[src/rtl/muldiv_if.sv]
`default_nettype none
// ============================================================================
// Module   : muldiv_if
// Brief    : Request/response handshake bundle for the multiply/divide unit.
// Revision : 1.0
// ============================================================================
interface muldiv_if #(
    parameter int XLEN = 32,
    parameter int OP_W = 3
);
    logic            in_valid;
    logic            in_ready;
    logic [OP_W-1:0] op;
    logic [XLEN-1:0] operand_1;
    logic [XLEN-1:0] operand_2;
    logic            out_valid;
    logic            out_ready;
    logic [XLEN-1:0] result;
    logic            busy;

    modport master (
        output in_valid, op, operand_1, operand_2, out_ready,
        input  in_ready, out_valid, result, busy
    );

    modport slave (
        input  in_valid, op, operand_1, operand_2, out_ready,
        output in_ready, out_valid, result, busy
    );
endinterface
`default_nettype wire

[src/rtl/muldiv_unit.sv]
`default_nettype none
// ============================================================================
// Module   : muldiv_unit
// Brief    : Iterative RISC-V M-extension unit (shift-add mul, restoring div).
// Revision : 1.0
// ============================================================================
module muldiv_unit #(
    parameter int XLEN = 32,
    parameter int OP_W = 3
) (
    input  wire     clk,
    input  wire     rst_n,
    input  wire     flush,
    muldiv_if.slave bus
);
    localparam int            c_cnt_w    = $clog2(XLEN);
    localparam logic [c_cnt_w-1:0] c_cnt_last = c_cnt_w'(XLEN - 1);
    localparam logic [c_cnt_w-1:0] c_cnt_one  = c_cnt_w'(1);
    localparam logic [XLEN-1:0]    c_min      = {1'b1, {(XLEN-1){1'b0}}};

    localparam logic [1:0] c_idle = 2'd0;
    localparam logic [1:0] c_calc = 2'd1;
    localparam logic [1:0] c_done = 2'd2;

    logic [1:0]         r_state;
    logic [1:0]         w_state_nx;
    logic [OP_W-1:0]    r_op;
    logic [c_cnt_w-1:0] r_cnt;
    logic [XLEN:0]      r_a;
    logic [XLEN:0]      r_acc;
    logic [XLEN-1:0]    r_lo;
    logic               r_b_sgn;
    logic               r_neg_q;
    logic               r_neg_r;
    logic [XLEN-1:0]    r_result;

    logic               w_accept;
    logic               w_in_ready;
    logic               w_out_valid;
    logic               w_busy;
    logic               w_div_sgn;
    logic               w_div_zero;
    logic               w_div_ovf;
    logic               w_fast;
    logic [XLEN-1:0]    w_fast_res;
    logic               w_op1_neg;
    logic               w_op2_neg;
    logic [XLEN-1:0]    w_abs1;
    logic [XLEN-1:0]    w_abs2;
    logic               w_sub;
    logic [XLEN+1:0]    w_psum;
    logic [XLEN:0]      w_shl;
    logic [XLEN:0]      w_trial;
    logic [XLEN:0]      w_acc_nx;
    logic [XLEN-1:0]    w_lo_nx;
    logic [XLEN-1:0]    w_quo;
    logic [XLEN-1:0]    w_rem;
    logic [XLEN-1:0]    w_calc_res;

    // Request decode and the no-iteration cases, evaluated on the live inputs.
    always_comb begin
        w_accept   = bus.in_valid && (r_state == c_idle) && !flush;
        w_div_sgn  = bus.op[2] && !bus.op[0];
        w_div_zero = bus.op[2] && (bus.operand_2 == '0);
        w_div_ovf  = w_div_sgn && (bus.operand_1 == c_min) && (bus.operand_2 == '1);
        w_fast     = w_div_zero || w_div_ovf;
        if (w_div_zero) begin
            w_fast_res = bus.op[1] ? bus.operand_1 : '1;
        end else begin
            w_fast_res = bus.op[1] ? '0 : bus.operand_1;
        end
        w_op1_neg = w_div_sgn && bus.operand_1[XLEN-1];
        w_op2_neg = w_div_sgn && bus.operand_2[XLEN-1];
        w_abs1    = w_op1_neg ? -bus.operand_1 : bus.operand_1;
        w_abs2    = w_op2_neg ? -bus.operand_2 : bus.operand_2;
    end

    // One iteration step; the result is formed from the step's outputs so the
    // last iteration edge also delivers the sign-corrected answer.
    always_comb begin
        w_sub   = r_b_sgn && (r_cnt == c_cnt_last);
        w_psum  = {r_acc[XLEN], r_acc};
        if (r_lo[0]) begin
            w_psum = w_sub ? ({r_acc[XLEN], r_acc} - {r_a[XLEN], r_a})
                           : ({r_acc[XLEN], r_acc} + {r_a[XLEN], r_a});
        end
        w_shl   = {r_acc[XLEN-1:0], r_lo[XLEN-1]};
        w_trial = w_shl - r_a;
        if (r_op[2]) begin
            w_acc_nx = w_trial[XLEN] ? w_shl : w_trial;
            w_lo_nx  = {r_lo[XLEN-2:0], !w_trial[XLEN]};
        end else begin
            w_acc_nx = w_psum[XLEN+1:1];
            w_lo_nx  = {w_psum[0], r_lo[XLEN-1:1]};
        end
        w_quo = r_neg_q ? -w_lo_nx : w_lo_nx;
        w_rem = r_neg_r ? -w_acc_nx[XLEN-1:0] : w_acc_nx[XLEN-1:0];
        if (r_op[2]) begin
            w_calc_res = r_op[1] ? w_rem : w_quo;
        end else begin
            w_calc_res = (r_op[1:0] == 2'b00) ? w_lo_nx : w_acc_nx[XLEN-1:0];
        end
    end

    always_comb begin
        w_state_nx  = r_state;
        w_in_ready  = (r_state == c_idle);
        w_out_valid = (r_state == c_done);
        w_busy      = (r_state != c_idle);
        case (r_state)
            c_idle:  if (w_accept) w_state_nx = w_fast ? c_done : c_calc;
            c_calc:  if (r_cnt == c_cnt_last) w_state_nx = c_done;
            c_done:  if (bus.out_ready) w_state_nx = c_idle;
            default: w_state_nx = c_idle;
        endcase
        if (flush) begin
            w_state_nx = c_idle;
        end
    end

    always_ff @(posedge clk or negedge rst_n) begin
        if (!rst_n) begin
            r_state <= c_idle;
        end else begin
            r_state <= w_state_nx;
        end
    end

    always_ff @(posedge clk or negedge rst_n) begin
        if (!rst_n) begin
            r_op     <= '0;
            r_cnt    <= '0;
            r_a      <= '0;
            r_acc    <= '0;
            r_lo     <= '0;
            r_b_sgn  <= 1'b0;
            r_neg_q  <= 1'b0;
            r_neg_r  <= 1'b0;
            r_result <= '0;
        end else if (w_accept) begin
            r_op    <= bus.op;
            r_cnt   <= '0;
            r_acc   <= '0;
            r_b_sgn <= !bus.op[2] && (bus.op[1:0] == 2'b01);
            r_neg_q <= w_op1_neg ^ w_op2_neg;
            r_neg_r <= w_op1_neg;
            if (bus.op[2]) begin
                r_a  <= {1'b0, w_abs2};
                r_lo <= w_abs1;
            end else begin
                // MULH and MULHSU treat the multiplicand as signed.
                r_a  <= {(bus.op[1] ^ bus.op[0]) & bus.operand_1[XLEN-1], bus.operand_1};
                r_lo <= bus.operand_2;
            end
            if (w_fast) begin
                r_result <= w_fast_res;
            end
        end else if ((r_state == c_calc) && !flush) begin
            r_acc <= w_acc_nx;
            r_lo  <= w_lo_nx;
            r_cnt <= r_cnt + c_cnt_one;
            if (r_cnt == c_cnt_last) begin
                r_result <= w_calc_res;
            end
        end
    end

    assign bus.in_ready  = w_in_ready;
    assign bus.out_valid = w_out_valid;
    assign bus.busy      = w_busy;
    assign bus.result    = r_result;

endmodule
`default_nettype wire
[src/flat_wrapper.sv]
// flat-port wrapper written by rule: the top's interface ports become plain ports
module muldiv_unit_flat 
#(
    parameter int XLEN = 32,
    parameter int OP_W = 3
)
  (clk, rst_n, flush, bus_in_valid, bus_op, bus_operand_1, bus_operand_2, bus_out_ready, bus_in_ready, bus_out_valid, bus_result, bus_busy);
  muldiv_if #(.XLEN(XLEN), .OP_W(OP_W)) bus_i ();
  input  wire clk;
  input  wire rst_n;
  input  wire flush;
  input wire logic [$bits(bus_i.in_valid)-1:0] bus_in_valid;
  input wire logic [$bits(bus_i.op)-1:0] bus_op;
  input wire logic [$bits(bus_i.operand_1)-1:0] bus_operand_1;
  input wire logic [$bits(bus_i.operand_2)-1:0] bus_operand_2;
  input wire logic [$bits(bus_i.out_ready)-1:0] bus_out_ready;
  output wire logic [$bits(bus_i.in_ready)-1:0] bus_in_ready;
  output wire logic [$bits(bus_i.out_valid)-1:0] bus_out_valid;
  output wire logic [$bits(bus_i.result)-1:0] bus_result;
  output wire logic [$bits(bus_i.busy)-1:0] bus_busy;
  assign bus_i.in_valid = bus_in_valid;
  assign bus_i.op = bus_op;
  assign bus_i.operand_1 = bus_operand_1;
  assign bus_i.operand_2 = bus_operand_2;
  assign bus_i.out_ready = bus_out_ready;
  assign bus_in_ready = bus_i.in_ready;
  assign bus_out_valid = bus_i.out_valid;
  assign bus_result = bus_i.result;
  assign bus_busy = bus_i.busy;
  muldiv_unit #(.XLEN(XLEN), .OP_W(OP_W)) u_core (.clk(clk), .rst_n(rst_n), .flush(flush), .bus(bus_i));
endmodule
[config.mk]
export PLATFORM = sky130hd
export DESIGN_NAME = muldiv_unit_flat
export DESIGN_NICKNAME = d
export VERILOG_FILES = /design/src/rtl/muldiv_if.sv /design/src/rtl/muldiv_unit.sv /design/src/flat_wrapper.sv
export SDC_FILE = /design/constraint.sdc
export NUM_CORES = 1
export LEC_CHECK = 0
export CAP_MARGIN = 40
export CORE_UTILIZATION = 56
export CTS_CLUSTER_SIZE = 24
export DETAILED_ROUTE_END_ITERATION = 10
export PLACE_DENSITY = 0.79
export SETUP_SLACK_MARGIN = 0.2
export SYNTH_ARGS = -nofsm -noshare
export SYNTH_HDL_FRONTEND = slang
export SYNTH_SLANG_ARGS = --single-unit
[constraint.sdc]
create_clock -name clk -period 5.05 [get_ports clk]
set_input_delay 1.2625 -clock clk [delete_from_list [all_inputs] [get_ports clk]]
set_output_delay 1.2625 -clock clk [all_outputs]
set_load 0.02 [all_outputs]
==> key figures <==
STA
  • FMAX: roughly 0.20 GHz
  • Clock Skews: ~11 ps
  • Slew of the pin with the lowest slew margin: between 1000 and 1500 ps
  • Rel. slew slack: 27.4%
  • TNS Setup: -60.4 ps
  • Worst hold slack: 492 ps
  • Final critical-path required period: 5080 ps
  • RSZ-0062 raised after global routing: yes
  • Setup violations, final: 2
  • Final hold vios: 0
  • PnR worst setup slack: -33.1 ps
  • Final critical-path share of the clock period: 101%
  • Slew Viols, Final: 0

Synth
  • Complex-gate fraction of the synthesized area: approximately a third
  • Post-Syn Area: roughly 16,000 µm²
  • Synth Area in Simple Gates: 21.7%
  • Mux cell area share after synthesis: 3.60%
  • FF+latch count, synth: roughly 140
  • Synth Flop Type: dfrtp_1
  • Async SR Flop Fraction: 100%
  • Synthesized net count: between 2,000 and 2,500
  • Synth Warn #: 0
  • Largest family of logic cells by synthesized area: compound AO/OA/AOI/OAI gates
  • Post-synth cell types: around 100
  • Post-Synthesis Cells: ~2,200
  • Post-synth EDFFs: 0
  • Sequential fraction of the synthesis area: 21.7%
  • Synth Area per Inst: around 7.5 µm²
  • Synthesized-area fraction occupied by adder cells: approximately 6.8%
  • Post-Synth XOR/XNOR Area: roughly 9.0%

Worst setup path
  • Top Family by Delay on Critical Path: compound AO/OA/AOI/OAI gates
  • Setup CP Type: reg2reg
  • Buffers plus inverters on the worst setup path: 2
  • FF-to-FF setup slack: -30 ps
  • Crit Path Max Fanout: 5
  • FF-to-FF path depth: 21
  • CP max stage cell: or4_4
  • CP Cell Sequence: inv_2 -> ha_4 -> nand2_4 -> nor3_4 -> nand2_2 -> o31ai_2 -> xnor2_1 -> ha_1 -> buf_6 -> a221o_1 -> a31o_4 -> a221oi_4 -> a31oi_4 -> a221oi_2 -> mux2_4 -> a32oi_4 -> a211oi_4 -> nand4b_4 -> or4_4 -> a211oi_2 -> and3b_1
  • Crit end category: register
  • Slowest Stage Delay on Critical Path: roughly 460 ps
  • Critical Path AT: 5420 ps
  • Required @ worst endpoint: approximately 5400 ps
  • End of the worst register-to-register path: u_core.bus.result[31]
  • Startpoint type of the worst setup path: register
  • Reg2Reg Launch Point: u_core.r_a[0]

Finish
  • Final core occ: between 70% and 80%
  • Layout cells sized above 1: 23.9%
  • Layout area overhead: 32.3%
  • Number of fill cells in the layout: roughly 2,200
  • Commonest non-fill, non-tap cells in the layout: buf_4, nand2_1, o21ai_0, nor2_1, a21oi_1
  • Commonest non-fill, non-tap cell in the layout: buf_4
  • Nets: 2,733

GRT
  • Gr ovfl total: 0
  • Vias in the first global route: approximately 18,000
  • First-pass GRT wire length: 106,000 µm
  • Largest net degree at the start of global routing: 96
  • Tot GR Track Use: 45.0%
  • Initial antenna violation count: 5

Detailed routing
  • Vias per inst: ~6.7
  • Post-Route WL: 69,500 µm
  • WL/cell: about 23 µm
  • Routed vias: approximately 20,000
  • Initial DRC count: around 3,000
  • 1st-pass router iterations: 6
  • DRT antenna net count: 0
  • Post-route DRC: 0

Status
  • Failing checks: negative setup slack
  • Status: finished, violations left

Clock network
  • Clock Latency Late Sink: about 440 ps
  • Reg clk slew, reported paths: ~70 ps
  • CTS root buffer: clkbuf_16
  • CTS tree: yes
  • Num CTS Buffers: 17
  • Hold Buf Count CTS: 0
  • Clock sink count: roughly 140
  • Worst-case clock buffer depth: 2
  • H-tree level count: 4

Job
  • Max_cap viols: 0

Die
  • Row cnt: between 60 and 70
  • I/O Pins: 107
  • Initial core utilization: ~57%
  • Die height: roughly 170 µm
  • Die ar.: 30,100 µm²
  • Die span in x: 174 µm
  • Core area: approximately 29,000 µm²

Power
  • Maximum VDD drop: 0.339 mV
  • Cell area power density: between 500 and 600 nW/µm²
  • Leakage: roughly 9.2 nW

Min path
  • Worst hold endpoint: u_core.bus.result[0]
  • Hold Crit Start: u_core.bus.result[0]
  • Worst min-delay path category: reg2reg
  • WHS Path Cells: 2

Placed design
  • DP HPWL: about 53,000 µm
  • Port buffer count: about 110
  • RD Place Congestion: roughly 1.1
==> cell families after synthesis <==
logic type,after synthesis
compound gates,790
xor+xnor,169
fa+ha+maj,92
buf+inv,213
flops,143
mux,55
simple gates,748
==> worst max-delay path by stage <==
stage | cells after the start | to | startpoint | slack, ps
3_3_place_gp | 23 | u_core.bus.result[31] | u_core.r_a[0] | -160
5_1_grt | 21 | u_core.bus.result[29] | u_core.r_a[0] | -180
4_1_cts | 23 | u_core.bus.result[31] | u_core.r_cnt[1] | 140
2_1_floorplan | 22 | u_core.bus.result[31] | u_core.r_cnt[0] | 110
6_report | 21 | u_core.bus.result[31] | u_core.r_a[0] | -30
3_5_place_dp | 21 | u_core.bus.result[31] | u_core.r_a[0] | -220
==> where the power goes <==
group | switching (mW) | internal (mW) | total (mW)
combinational | 5.66 | 4.27 | 9.94
sequential | 0.337 | 1.41 | 1.75
clock | 0.535 | 0.748 | 1.28
total | 6.54 | 6.43 | 13.0
==> what timing repair did <==
action	in CTS	in global routing
resized for setup	66	94
buffers inserted	14	24
gates cloned	0	0
pin swaps	40	53
hold endpoints to repair	0	0
endpoints found under the setup margin	19	24
==> per-layer routing <==
metal	wire [µm]	vias up	track usage [%]	share of wire, %
met5	37	-	0	0.053
met4	3720	6	20.5	5.3
met3	7970	236	7.46	11
met2	29600	1369	68.9	43
met1	28100	9445	62.0	40
li1	-	8941	-	-
==> stage by stage <==
step | power [mW] | setup WS [ps] | instance area, µm² | instances
detailed placement | 10.5 | -220 | 20200 | 2912
CTS | 12.0 | 142 | 21200 | 2958
floorplan | 6.89 | 113 | 16700 | 2210
global placement | 10.3 | -164 | 20200 | 2909
finish | 13.0 | -33.1 | 21800 | 2983
global route | 13.6 | -184 | 21800 | 2982
==> registers in the layout (all words and copies together), names as in the netlist <==
| signal | count |
|---|---|
| u_core.r_neg_r | 1 |
| u_core.r_cnt | 5 |
| u_core.r_b_sgn | 1 |
| u_core.r_a | 33 |
| u_core.r_neg_q | 1 |
| u_core.r_acc | 33 |
| u_core.r_lo | 32 |
| u_core.r_state | 2 |
| u_core.bus.result | 32 |
| u_core.r_op | 3 |
==> final cells by class <==
class	instances	area (µm²)	area share [%]
inverters	69	259	1.19
multi-input cells	1854	12800	58.6
well taps	384	480	2.20
clock buffers	21	460	2.11
repair buffers	500	4120	18.9
clock inverters	11	115	0.528
diodes	1	2.50	0.0115
flip-flops and latches	143	3580	16.4
==> synth_stat cells, types with 10 or more instances <==
cell type | instances | share of area (%)
a22o_1 | 17 | 0.90
o221ai_1 | 26 | 1.4
nand2b_1 | 19 | 0.72
nand2_1 | 258 | 5.9
mux2i_1 | 33 | 2.0
maj3_1 | 16 | 0.97
nand4_1 | 30 | 1.1
o211ai_1 | 55 | 2.5
xnor2_1 | 88 | 4.7
mux2_2 | 20 | 1.4
a21oi_1 | 179 | 5.4
or3_1 | 26 | 0.99
nand3_1 | 51 | 1.5
clkbuf_1 | 106 | 2.4
a211oi_1 | 38 | 1.7
dfrtp_1 | 143 | 22
a22oi_1 | 16 | 0.73
and2_1 | 11 | 0.42
xor2_1 | 81 | 4.3
o21ai_0 | 211 | 6.4
a31oi_1 | 35 | 1.3
buf_1 | 13 | 0.30
nor2b_1 | 22 | 0.83
nor2_1 | 186 | 4.2
ha_1 | 74 | 5.6
nor3_1 | 54 | 1.6
or2_2 | 10 | 0.38
a21o_1 | 33 | 1.5
o21bai_1 | 12 | 0.55
a221oi_1 | 15 | 0.80
and3_1 | 16 | 0.61
o31ai_1 | 34 | 1.5
buf_6 | 11 | 0.75
nor4_1 | 17 | 0.65
inv_1 | 69 | 1.6
==> tightest hold or removal path, delay by kind of cell (launching register included) <==
kind            cells  cell delay (ps)
flops               1              350
compound gates      1               50
simple gates        1               50
(Power assumes the default switching activity.)
